--- config.mk ---
export PLATFORM = sky130hd
export DESIGN_NAME = prog_loader
export DESIGN_NICKNAME = d
export VERILOG_FILES = /design/src/rtl/prog_loader.sv
export SDC_FILE = /design/constraint.sdc
export NUM_CORES = 1
export LEC_CHECK = 0
export ABC_CLOCK_PERIOD_IN_PS = 3900
export CAP_MARGIN = 20
export CORE_ASPECT_RATIO = 1.75
export CORE_UTILIZATION = 50
export DETAILED_ROUTE_END_ITERATION = 6
export GPL_TIMING_DRIVEN = 0
export HOLD_SLACK_MARGIN = 0.15
export PLACE_DENSITY = 0.76
export REMOVE_ABC_BUFFERS = 1
export SLEW_MARGIN = 20
export SYNTH_ARGS = -nofsm -noshare
export SYNTH_HDL_FRONTEND = slang
export SYNTH_SLANG_ARGS = --single-unit
--- constraint.sdc ---
create_clock -name clk -period 3.9 [get_ports clk]
set_clock_uncertainty 0.2 [all_clocks]
set_input_delay 0.78 -clock clk [delete_from_list [all_inputs] [get_ports clk]]
set_output_delay 0.78 -clock clk [all_outputs]
set_load 0.02 [all_outputs]
--- src/rtl/prog_loader.sv ---
`default_nettype none
// +--------------------------------------------------------------------------+
// | prog_loader: byte-stream to instruction-memory loader with XOR checksum;  |
// | keeps the core in hold until a verified image is in memory.              |
// | Revision: 1.0                                                            |
// +--------------------------------------------------------------------------+
module prog_loader #(
   parameter int ADDR_WIDTH = 5
) (
   input  logic                  clk,
   input  logic                  reset,
   input  logic                  start,
   input  logic                  in_valid,
   output logic                  in_ready,
   input  logic [7:0]            in_data,
   output logic                  mem_we,
   output logic [ADDR_WIDTH-1:0] mem_addr,
   output logic [31:0]           mem_wdata,
   output logic                  cpu_hold,
   output logic                  done,
   output logic                  error,
   output logic [ADDR_WIDTH:0]   words_loaded
);

   localparam int          CW    = ADDR_WIDTH + 1;
   localparam logic [31:0] DEPTH = 32'd1 << ADDR_WIDTH;

   typedef enum logic [2:0] {
      S_COUNT = 3'd0,
      S_DATA  = 3'd1,
      S_CSUM  = 3'd2,
      S_DONE  = 3'd3,
      S_ERROR = 3'd4
   } state_t;

   state_t          state;
   state_t          state_next;
   logic [CW-1:0]   count;
   logic [7:0]      csum_acc;
   logic [1:0]      byte_idx;
   logic [23:0]     partial;
   logic            accept;
   logic            count_bad;
   logic            last_word;

   assign accept    = in_valid && in_ready;
   assign count_bad = (32'(in_data) == 32'd0) || (32'(in_data) > DEPTH);
   // words_loaded still excludes the word whose last byte is arriving now
   assign last_word = ((words_loaded + CW'(1)) == count);

   always_ff @(posedge clk) begin
      if (reset) state <= S_COUNT;
      else       state <= state_next;
   end

   always_comb begin
      state_next = state;
      in_ready   = 1'b0;
      done       = 1'b0;
      error      = 1'b0;
      cpu_hold   = 1'b1;
      case (state)
         S_COUNT: begin
            in_ready = 1'b1;
            if (in_valid) state_next = count_bad ? S_ERROR : S_DATA;
         end
         S_DATA: begin
            in_ready = 1'b1;
            if (in_valid && (byte_idx == 2'd3) && last_word) state_next = S_CSUM;
         end
         S_CSUM: begin
            in_ready = 1'b1;
            if (in_valid) state_next = (in_data == csum_acc) ? S_DONE : S_ERROR;
         end
         S_DONE: begin
            done     = 1'b1;
            cpu_hold = 1'b0;
            if (start) state_next = S_COUNT;
         end
         S_ERROR: begin
            error = 1'b1;
            if (start) state_next = S_COUNT;
         end
         default: state_next = S_COUNT;
      endcase
   end

   always_ff @(posedge clk) begin
      if (reset) begin
         count        <= '0;
         csum_acc     <= '0;
         byte_idx     <= '0;
         partial      <= '0;
         mem_we       <= 1'b0;
         mem_addr     <= '0;
         mem_wdata    <= '0;
         words_loaded <= '0;
      end else begin
         mem_we <= 1'b0;
         if (accept) begin
            case (state)
               S_COUNT: begin
                  if (!count_bad) begin
                     count        <= CW'(in_data);
                     csum_acc     <= '0;
                     byte_idx     <= '0;
                     mem_addr     <= '0;
                     words_loaded <= '0;
                  end
               end
               S_DATA: begin
                  csum_acc <= csum_acc ^ in_data;
                  byte_idx <= byte_idx + 2'd1;
                  // little-endian: earlier bytes slide toward the low end
                  partial  <= {in_data, partial[23:8]};
                  if (byte_idx == 2'd3) begin
                     mem_we       <= 1'b1;
                     mem_wdata    <= {in_data, partial};
                     mem_addr     <= words_loaded[ADDR_WIDTH-1:0];
                     words_loaded <= words_loaded + CW'(1);
                  end
               end
               default: ;
            endcase
         end
      end
   end

endmodule
`default_nettype wire

# After elaboration in Yosys (flattened, before gate mapping)
# Index checks and enable logic that the tools add are counted.
# totals
reg_bits	87
in_bits	12
out_inout_bits	48
# op_classes
add_sub_neg	2
order_cmp	1
eq_ne	13
muxes	22
bitwise_logic	4
reduce_logical	16
# ops
cell	n
two-way mux 3 bit	6
one-hot mux 8 bit (2 select lines)	1
two-way mux 6 bit	2
one-hot mux 3 bit (4 select lines)	1
one-hot mux 6 bit (2 select lines)	1
two-way mux 5 bit	2
inequality test 2 bit, second input constant	5
one-hot mux 5 bit (2 select lines)	1
AND reduction 3 bit	3
equality test 8 bit	1
greater-than comparator 8 x 6 -> 1 bit, second input constant	1
zero test 8 bit	1
two-way mux 8 bit	1
AND reduction 4 bit	2
XOR 8 bit	1
adder 6 x 1 -> 6 bit, second input constant	1
equality test 3 x 2 -> 1 bit, second input constant	2
equality test 6 bit	1
OR reduction 3 bit	2
two-way mux 1 bit	5
one-hot mux 2 bit (2 select lines)	1
equality test 3 x 1 -> 1 bit, second input constant	1
equality test 3 bit, second input constant	1
logical AND 1 bit	3
10 further kinds	12

# Longest topological paths before layout
# Gate-level depths: netlist of run 1.
# logic_depth
ltp_word	6
ltp_mapped	9
ltp_nobuf	7

# Worst setup path before layout of run 1
# OpenSTA, ideal clock, no wires.
# synth_timing
path_type	input to register
start	in in_data[1]
end	reg words_loaded[4]
setup_time_ns	0.070
arrival_ns	2.440
required_time_ns	3.630
path_slack_ns	1.189
stages	7
cell_sequence	or4_4 o21a_1 nor4b_2 buf_4 nor2_2 or3_1 a21oi_1
# synth_between
elab_chain_cells	4
# synth_rtl
element	line	rtl
start, declared	15	input logic [7:0] in_data,
greater-than comparator 8 x 6 -> 1 bit / zero test 8 bit (equally long branches)	47	assign count_bad = (32'(in_data) == 32'd0) || (32'(in_data) > DEPTH);
logical OR 1 bit (*)	47	
inequality test 2 bit (no line) (*)	--	
AND reduction 4 bit (no line) (*)	--	
end signal, assigned	120	words_loaded <= words_loaded + CW'(1);
end, declared	22	output logic [ADDR_WIDTH:0] words_loaded
# Mark *: on every way between the ends. The rest lies on a longest branch, timed or not.
# A chain may end at the register's enable or synchronous reset.

# Final worst setup path of run 1
# Same ends and word-level chain as after synthesis.

==> impl_metrics.csv, run 1 <==
group,metric,value,unit
run_status,status,"complete, no violations",
sta,tns,0,ns
yosys,postSynthCellCount,460,
final_layout,final_area,4470,µm²
clock_network,h-tree-depth,3,
sta,hold_viol,0,
yosys,synth.avg_cell_area,7.77,µm²
worst_setup_path,required,3.97,ns
clock_network,numCtsBuffers,9,
grt,grt_pass1_wl,12.7,mm
min_path,hold_depth,2,
clock_network,postCtsSetupBuffers,0,
floorplanning,fp.coreArea,6910,µm²
worst_setup_path,crit_path_start,"in_data[1]",
sta,setup_viol,0,
worst_setup_path,critPathKind,"in -> reg",
sta,fin_ws,0.291,ns
clock_network,cts_tree,"built",
yosys,seq_area_frac_synth,48.7,%
final_layout,layoutNonFillerInstCount,584,
yosys,synth_warnings,0,
final_layout,nNetsFinal,509,
final_layout,area_growth,25.1,%
routing,wirelength,7.78,mm
grt,grt_overflow,0,
sta,finalCriticalPeriod,3.61,ns
sta,fmax,0.277,GHz
clock_network,cts_hold_buf,0,
grt,grt_usage,22.2,%
final_layout,utilization,64.8,%
sta,rsz0062_at_grt,"false",
worst_setup_path,r2r_slack,1.13,ns
routing,vias_per_cell,5.36,
flow_run,maxCapViolations,0,
clock_network,clkLatencyLatePin,0.34,ns
floorplanning,rows,40,
clock_network,cts.sinks,87,
worst_setup_path,cp_max_fo,12,
placed_design,numPortBuffers,59,
floorplanning,die_h,114,µm
sta,period_share,92.5,%
pwr,power.density,422,nW/µm²
floorplanning,die_x,65.9,µm
clock_network,cts_root_buf,"clkbuf_16",
sta,slew_headroom,43.2,%
routing,drt_iter0_drc,178,
routing,vias,3133,
pwr,ir_drop,0.370,mV
grt,grt_pass1_vias,2781,
placed_design,dp.cells,568,
worst_setup_path,critPathArrivalTime,3.68,ns
floorplanning,pin_count,60,
placed_design,dp_hpwl,5.03,mm
worst_setup_path,timing.rr.end,"words_loaded[5]",
worst_setup_path,worstRegToRegCells,5,
routing,wl_per_cell,13.3,µm
clock_network,clk_path_buf_depth,2,
worst_setup_path,crit-reg2reg-launch,"state[2]",
yosys,netlist-cell-type-count,40,
sta,worstMarginPinSlew,0.850,ns
yosys,netlist_area,3580,µm²
placed_design,placed_cell_area,4160,µm²
min_path,hp-class,"reg -> reg",
final_layout,antenna_cells,0,
final_layout,drive_above_1_share,5.80,%
worst_setup_path,critPathCaptureType,"register",
routing,ant_nets,0,
placed_design,gp_congestion,0.878,
grt,antenna_found_initial,0,
floorplanning,initial_core_util,51.8,%
clock_network,path_clk_slew,0.06,ns
routing,dr.pass1.iters,4,
yosys,synth-seq-cells,87,
pwr,leakage,1.47,nW
placed_design,dp_slack,-0.384,ns
worst_setup_path,endpoint,"words_loaded[4]",
sta,final_max_slew_viol_count,0,
floorplanning,die_area,7510,µm²
worst_setup_path,worst_setup_path_start_kind,"input pin",
grt,grt_max_degree,63,
routing,drc,0,
==> metal layers <==
metal | routed length (µm) | GRT usage (%) | vias to the layer above
met3 | 289 | 4.70 | 21
met1 | 3230 | 25.2 | 1438
met4 | 231 | 12.2 | 0
met2 | 4040 | 37.8 | 67
met5 | 0 | 0 | -
li1 | - | - | 1607
==> timing repair <==
action                                  in CTS  in global routing
cloned                                       0                  0
resized for setup                            1                  1
endpoints found under the setup margin       1                  1
==> through the flow <==
stage	hold WS [ns]	total power, mW
after floorplan	0.226	0.965
final	0.249	1.89
after CTS	0.253	1.90
after global routing	0.267	1.95
after detailed placement	0.245	1.02
after global placement	0.238	1.01
==> cell usage after synthesis (all sizes together) <==
cell type	n	area share [%]
nand2	122	13
dfxtp	87	49
a21oi	82	11
nor2	32	3.4
clkbuf	28	2.9
o21ai	15	2.1
xnor2	12	2.9
nand3	10	1.4
or2	9	1.6
buf	8	1.1
mux2i	7	2.0
and3	5	0.87
nor3	5	0.70
nand2b	4	0.70
nand4	4	0.70
nand3b	3	0.63
a31oi	2	0.35
and2	2	0.35
ha	2	0.70
inv	2	0.21
nor4b	2	0.66
o22ai	2	0.35
or3	2	0.35
or4	2	0.52
xor2	2	0.49
a211o	1	0.24
a22oi	1	0.21
nand4b	1	0.24
nor3b	1	0.21
nor4	1	0.18
o211ai	1	0.21
o21a	1	0.21
o32ai	1	0.24
o41ai	1	0.24
==> cell families (layout without fill, tap and decap cells) <==
logic type               Yosys count  in the layout  synth area share [%]
AND/OR/NAND/NOR                  205            205                  25.3
flip-flops                        87             87                  48.7
multiplexers                       7              7                  1.96
AO/OA/AOI/OAI                    107            107                  15.6
adder cells (fa/ha/maj)            2              2                 0.700
XOR/XNOR                          14             14                  3.43
buffers and inverters             38             78                  4.23
==> area by class of cell <==
type,count,area (µm²)
Fill cell,632,2430
Sequential cell,87,1740
Multi-Input combinational cell,335,1700
Timing Repair Buffer,60,616
Clock buffer,13,240
Tap cell,84,105
Clock inverter,3,67.6
Inverter,2,7.51
==> registers in the layout, indices dropped and copies added (netlist names) <==
register and count:
mem_addr 5, state 3, count 6, partial 24
mem_wdata 32, byte_idx 2, mem_we 1, csum_acc 8
words_loaded 6
==> cell usage in the layout (no fill, tap or decap), drive strengths merged, types with 2 or more instances in the layout <==
cell / netlist / final
ha: 2 / 2
xnor2: 12 / 12
nor2: 32 / 32
o22ai: 2 / 2
clkdlybuf4s50: 0 / 58
nand2: 122 / 122
a31oi: 2 / 2
dfxtp: 87 / 87
o21ai: 15 / 15
nand2b: 4 / 4
nor4b: 2 / 2
buf: 8 / 2
or3: 2 / 2
or4: 2 / 2
inv: 2 / 2
a21oi: 82 / 82
nand4: 4 / 4
and3: 5 / 5
clkbuf: 28 / 13
nand3: 10 / 10
nor3: 5 / 5
nand3b: 3 / 3
bufinv: 0 / 2
xor2: 2 / 2
and2: 2 / 2
or2: 9 / 9
mux2i: 7 / 7
==> critical path: stages <==
cell	delay (ns)
clkdlybuf4s50_1	0.56
or4_4	0.61
o21a_1	0.23
nor4b_4	0.68
nor2_2	0.23
or3_1	0.41
a21oi_1	0.15
==> power breakdown <==
part	internal [mW]	leakage, nW	total (mW)	switching (mW)
sequential	0.895	0.701	0.903	0.00823
combinational	0.0385	0.629	0.0974	0.0590
clock	0.562	0.144	0.889	0.327
total	1.50	1.47	1.89	0.394
==> how the worst min path moves through the flow <==
| stage | to | slack (ns) | start |
|---|---|---|---|
| final | mem_wdata[2] | 0.25 | partial[2] |
| after global routing | mem_wdata[2] | 0.27 | partial[2] |
| after CTS | mem_wdata[2] | 0.25 | partial[2] |
| after detailed placement | mem_addr[0] | 0.25 | mem_addr[0] |
| after global placement | mem_wdata[5] | 0.24 | partial[5] |
| after floorplan | mem_wdata[0] | 0.23 | partial[0] |
(Power assumes the default switching activity.)
==> inputs of run 2 (changes only) <==
--- a/config.mk
+++ b/config.mk
@@ -12,7 +12,7 @@
 export DETAILED_ROUTE_END_ITERATION = 6
 export GPL_TIMING_DRIVEN = 0
 export HOLD_SLACK_MARGIN = 0.15
-export PLACE_DENSITY = 0.76
+export PLACE_DENSITY = 0.84
 export REMOVE_ABC_BUFFERS = 1
 export SLEW_MARGIN = 20
 export SYNTH_ARGS = -nofsm -noshare
==> impl_metrics.csv, run 2 (synthesis gave the netlist of run 1 again) <==
group,metric,value,unit
worst_setup_path,crit_path_start,"in_data[1]",
final_layout,layoutNonFillerInstCount,584,
floorplanning,die_area,7510,µm²
final_layout,largest-register,"mem_wdata",
clock_network,cts.sinks,87,
clock_network,cts_root_buf,"clkbuf_16",
sta,finalCriticalPeriod,3.53,ns
final_layout,drive_above_1_share,6.40,%
worst_setup_path,worst_setup_path_start_kind,"input pin",
grt,grt_pass1_vias,2898,
grt,antenna_found_initial,0,
grt,grt_usage,22.4,%
pwr,ir_drop,0.386,mV
floorplanning,die_h,114,µm
worst_setup_path,critPathCaptureType,"register",
routing,wl_per_cell,13.4,µm
grt,met1_usage,23.6,%
routing,drc,0,
clock_network,h-tree-depth,3,
worst_setup_path,crit-reg2reg-launch,"state[1]",
sta,fmax,0.283,GHz
floorplanning,die_x,65.9,µm
routing,vias,3157,
final_layout,final_common_cell,"nand2_1",
clock_network,path_clk_slew,0.06,ns
clock_network,clkLatencyLatePin,0.34,ns
placed_design,gp_congestion,0.882,
clock_network,clk_path_buf_depth,2,
sta,slew_headroom,42.2,%
final_layout,nNetsFinal,509,
final_layout,reg.largest.list,"mem_wdata: 32 flops, partial: 24 flops, csum_acc: 8 flops",
grt,grt_pass1_wl,12.9,mm
routing,wirelength,7.82,mm
floorplanning,initial_core_util,51.8,%
routing,dr.pass1.iters,4,
floorplanning,rows,40,
placed_design,dp_hpwl,5.06,mm
grt,grt-busiest-layer,"met2",
worst_setup_path,r2r_slack,1.05,ns
worst_setup_path,critPathKind,"in -> reg",
routing,drt_iter0_drc,265,
final_layout,largest_reg_flops,32,
floorplanning,fp.coreArea,6910,µm²
worst_setup_path,required,3.97,ns
sta,period_share,90.6,%
sta,worstMarginPinSlew,0.864,ns
grt,gr-usage-met3,5.10,%
routing,vias_per_cell,5.41,
grt,grt_overflow,0,
run_status,status,"complete, no violations",
sta,hold_viol,0,
clock_network,cts_hold_buf,0,
min_path,min-delay-start,"partial[3]",
sta,fin_hold_ws,0.251,ns
floorplanning,pin_count,60,
min_path,hp-class,"reg -> reg",
grt,grtUsageMet2,40.1,%
clock_network,numCtsBuffers,9,
grt,grt_max_degree,78,
placed_design,numPortBuffers,59,
final_layout,nFillCells,609,
sta,final_max_slew_viol_count,0,
final_layout,antenna_cells,0,
worst_setup_path,critPathArrivalTime,3.60,ns
routing,ant_nets,0,
pwr,leakage,1.51,nW
placed_design,dp.cells,568,
final_layout,area_growth,26.9,%
sta,setup_viol,0,
flow_run,maxCapViolations,0,
final_layout,utilization,65.7,%
clock_network,cts_tree,"built",
worst_setup_path,cp_max_fo,12,
final_layout,layout_common_cells,"nand2_1, dfxtp_1, a21oi_1",
sta,rsz0062_at_grt,"false",
pwr,power.density,451,nW/µm²
sta,tns,0,ns
[run 2: timing repair]
action / 4_1_cts / 5_1_grt
endpoints found under the setup margin: 0 / 1
setup buffers: 0 / 0
endpoints found under the hold margin: 0 / 0
gates resized for setup: 0 / 1
[run 2: power breakdown]
part,internal [mW],switching (mW),leakage (nW)
Combinational,0.0385,0.0587,0.629
Clock,0.709,0.336,0.180
Sequential,0.895,0.00841,0.701
Total,1.64,0.403,1.51
[run 2: worst paths after layout]
check | depth (start not counted) | endpoint
setup / recovery | 7 | words_loaded[4]
hold / removal | 2 | mem_wdata[3]
setup reg to reg | 5 | words_loaded[5]
hold reg to reg | 2 | mem_wdata[3]
[run 2: routing by layer]
layer | wire, µm | share of wire (%) | vias to the layer above
li1 | - | - | 1604
met2 | 4250 | 54 | 71
met1 | 3120 | 40 | 1469
met5 | 0 | 0 | -
met3 | 299 | 3.8 | 13
met4 | 154 | 2.0 | 0
[run 2: critical path: stages]
cell and delay, ns:
clkdlybuf4s50_1 0.56, or4_4 0.61, o21a_1 0.23, nor4b_4 0.65
nor2_2 0.23, or3_1 0.40, a21oi_1 0.15
[run 2: cell type report]
cell class,instances,area [µm²],area share [%]
Tap cell,84,105,2.32
Clock inverter,5,129,2.84
Timing Repair Buffer,60,616,13.6
Clock buffer,11,243,5.35
Sequential cell,87,1740,38.4
Multi-Input combinational cell,335,1700,37.4
Inverter,2,7.51,0.165
[run 2: stage by stage]
step | worst slack, ns | power (mW) | area, µm²
floorplan | 0.687 | 0.965 | 3430
global placement | -0.752 | 1.01 | 4130
global route | 0.233 | 2.11 | 4540
finish | 0.366 | 2.05 | 4540
CTS | 0.0442 | 2.06 | 4530
detailed placement | -0.302 | 1.02 | 4160
==> inputs of run 3 (changes only) <==
--- a/config.mk
+++ b/config.mk
@@ -5,6 +5,7 @@
 export SDC_FILE = /design/constraint.sdc
 export NUM_CORES = 1
 export LEC_CHECK = 0
+export ABC_AREA = 1
 export ABC_CLOCK_PERIOD_IN_PS = 3900
 export CAP_MARGIN = 20
 export CORE_ASPECT_RATIO = 1.75
@@ -12,8 +13,9 @@
 export DETAILED_ROUTE_END_ITERATION = 6
 export GPL_TIMING_DRIVEN = 0
 export HOLD_SLACK_MARGIN = 0.15
-export PLACE_DENSITY = 0.84
+export PLACE_DENSITY = 0.83
 export REMOVE_ABC_BUFFERS = 1
+export SKIP_LAST_GASP = 1
 export SLEW_MARGIN = 20
 export SYNTH_ARGS = -nofsm -noshare
 export SYNTH_HDL_FRONTEND = slang
==> impl_metrics.csv, run 3 <==
group,metric,value,unit
worst_setup_path,critPathBufInv,3,
floorplanning,die_h,117,µm
sta,rsz0062_at_grt,"false",
floorplanning,fp.coreArea,7230,µm²
placed_design,gp_congestion,0.832,
final_layout,antenna_cells,0,
final_layout,nFillCells,618,
floorplanning,die_x,67.6,µm
worst_setup_path,critPathArrivalTime,3.25,ns
sta,fmax,0.313,GHz
sta,setup_viol,0,
clock_network,path_clk_slew,0.06,ns
floorplanning,pin_count,60,
sta,finalCriticalPeriod,3.20,ns
yosys,async_flop_share,0,%
clock_network,cts_root_buf,"clkbuf_16",
pwr,leakage,1.61,nW
routing,wl_per_cell,13.3,µm
placed_design,dp_hpwl,5.80,mm
yosys,synth-main-ff-cell,"dfxtp_1",
final_layout,drive_above_1_share,8.17,%
final_layout,reg.largest.list,"mem_wdata: 32 flops, partial: 24 flops, csum_acc: 8 flops",
worst_setup_path,cp_cell_sequence,"dlymetal6s2s_1, nand2_1, clkinvlp_4, o21ai_0, nor2_1, nand2_1, nor2_1, nand3_1, nand2_1, nand4_1, nand2_1, inv_1",
yosys,postSynthCellCount,505,
yosys,synth.avg_cell_area,7.47,µm²
final_layout,area_growth,24.0,%
worst_setup_path,slowest_stage,"dlymetal6s2s_1",
worst_setup_path,critPathKind,"in -> reg",
yosys,netlist-cell-type-count,29,
worst_setup_path,path_delay_family,"buffers and inverters",
final_layout,multi_input_area,1750,µm²
sta,period_share,82.0,%
sta,fin_ws,0.700,ns
clock_network,clk_path_buf_depth,2,
worst_setup_path,critPathCaptureType,"register",
grt,antenna_found_initial,0,
grt,grt_pass1_wl,14.2,mm
final_layout,largest_reg_flops,32,
clock_network,clkLatencyLatePin,0.34,ns
clock_network,postCtsSetupBuffers,0,
min_path,hp-class,"reg -> reg",
placed_design,numPortBuffers,59,
final_layout,utilization,64.6,%
final_layout,largest-register,"mem_wdata",
yosys,synth_top_area_share,46.2,%
worst_setup_path,required,3.95,ns
yosys,netlist_area,3770,µm²
floorplanning,rows,41,
grt,grt_pass1_vias,3274,
worst_setup_path,worstRegToRegCells,12,
placed_design,dp.cells,622,
pwr,ir_drop,0.361,mV
floorplanning,initial_core_util,52.1,%
routing,ant_nets,0,
final_layout,final_common_cell,"nand2_1",
yosys,synth-seq-cells,87,
pwr,power.density,546,nW/µm²
yosys,synthMostInstantiatedCell,"nand2_1",
yosys,synth_largest_area_cell,"dfxtp_1",
clock_network,cts_tree,"built",
routing,drt_iter0_drc,164,
routing,wirelength,8.50,mm
grt,grt_max_degree,44,
routing,vias_per_cell,5.42,
placed_design,dp_slack,-0.667,ns
sta,slew_headroom,27.5,%
sta,worstMarginPinSlew,1.09,ns
routing,drc,0,
final_layout,nNetsFinal,561,
yosys,synth.area.top_cells,"dfxtp_1, nand2_1, a21oi_1",
final_layout,layoutNonFillerInstCount,637,
min_path,hold_depth,2,
yosys,seq_area_frac_synth,46.2,%
sta,final_max_slew_viol_count,0,
worst_setup_path,worst_setup_path_start_kind,"input pin",
final_layout,regArea,1740,µm²
clock_network,cts.sinks,87,
routing,dr.pass1.iters,4,
flow_run,maxCapViolations,0,
worst_setup_path,worst-path-stages,12,
sta,hold_viol,0,
yosys,synth_edf_count,0,
sta,fin_hold_ws,0.264,ns
grt,grt_overflow,0,
clock_network,numCtsBuffers,9,
worst_setup_path,crit_path_max_incr_delay,0.80,ns
clock_network,h-tree-depth,3,
worst_setup_path,cp_max_fo,34,
grt,grt_usage,23.6,%
final_layout,layout_common_cells,"nand2_1, dfxtp_1, nand3_1, a21oi_1, clkdlybuf4s50_1",
routing,vias,3454,
run_status,status,"complete, no violations",
floorplanning,die_area,7900,µm²
yosys,synth.top_cells.by_count,"nand2_1, dfxtp_1, a21oi_1, nand3_1",
worst_setup_path,crit_top_cell,"nand2_1",
yosys,synth_warnings,0,
==> run 3: through the flow <==
stage | TNS, ns | cell area, µm² | power, mW
after detailed placement | -21.31 | 4380 | 1.75
after floorplan | 0 | 3610 | 1.48
after global routing | 0 | 4670 | 2.68
after CTS | 0 | 4670 | 2.56
final | 0 | 4670 | 2.55
after global placement | -28.04 | 4310 | 1.68
==> run 3: cell families after synthesis <==
family	count (synthesis)	synth area share, %
AO/OA/AOI/OAI	97	14.7
AND/OR/NAND/NOR	245	29.0
XOR/XNOR	8	1.86
buffers and inverters	66	7.60
flip-flops	87	46.2
adder cells (fa/ha/maj)	2	0.664
==> run 3: final timing paths <==
kind / slack (ns) / endpoint / start
setup / recovery: 0.70 / state[0] / in_valid
hold / removal: 0.26 / mem_wdata[29] / mem_wdata[29]
setup reg to reg: 1.55 / state[0] / byte_idx[0]
hold reg to reg: 0.26 / mem_wdata[29] / mem_wdata[29]
==> run 3: metal layers <==
layer  up-vias  track usage, %  wire length [µm]
li1       1748               -                 -
met1      1598            25.1              3440
met2        87            42.1              4510
met3        21            5.14               328
met4         0            12.2               221
met5         -               0                 0
==> run 3: power breakdown <==
part	internal [mW]	leakage [nW]	switching, mW
Combinational	0.262	0.769	0.460
Clock	0.477	0.140	0.335
Sequential	0.954	0.703	0.0610
==> run 3: tightest hold or removal path, stage by stage (launching register included) <==
cell and delay, ns:
dfxtp_1 0.31, nand2_1 0.06, a21oi_1 0.05
==> run 3: timing repair <==
item	4_1_cts	5_1_grt
setup endpoints to repair	33	35
hold buffers	0	0
gates resized for setup	2	2
==> run 3: layout make-up <==
| class | count | area share [%] |
|---|---|---|
| Inverter | 35 | 2.89 |
| Timing Repair Buffer | 62 | 14.0 |
| Tap cell | 86 | 2.30 |
| Multi-Input combinational cell | 352 | 37.4 |
| Clock inverter | 3 | 0.375 |
| Clock buffer | 12 | 5.70 |
| Sequential cell | 87 | 37.3 |
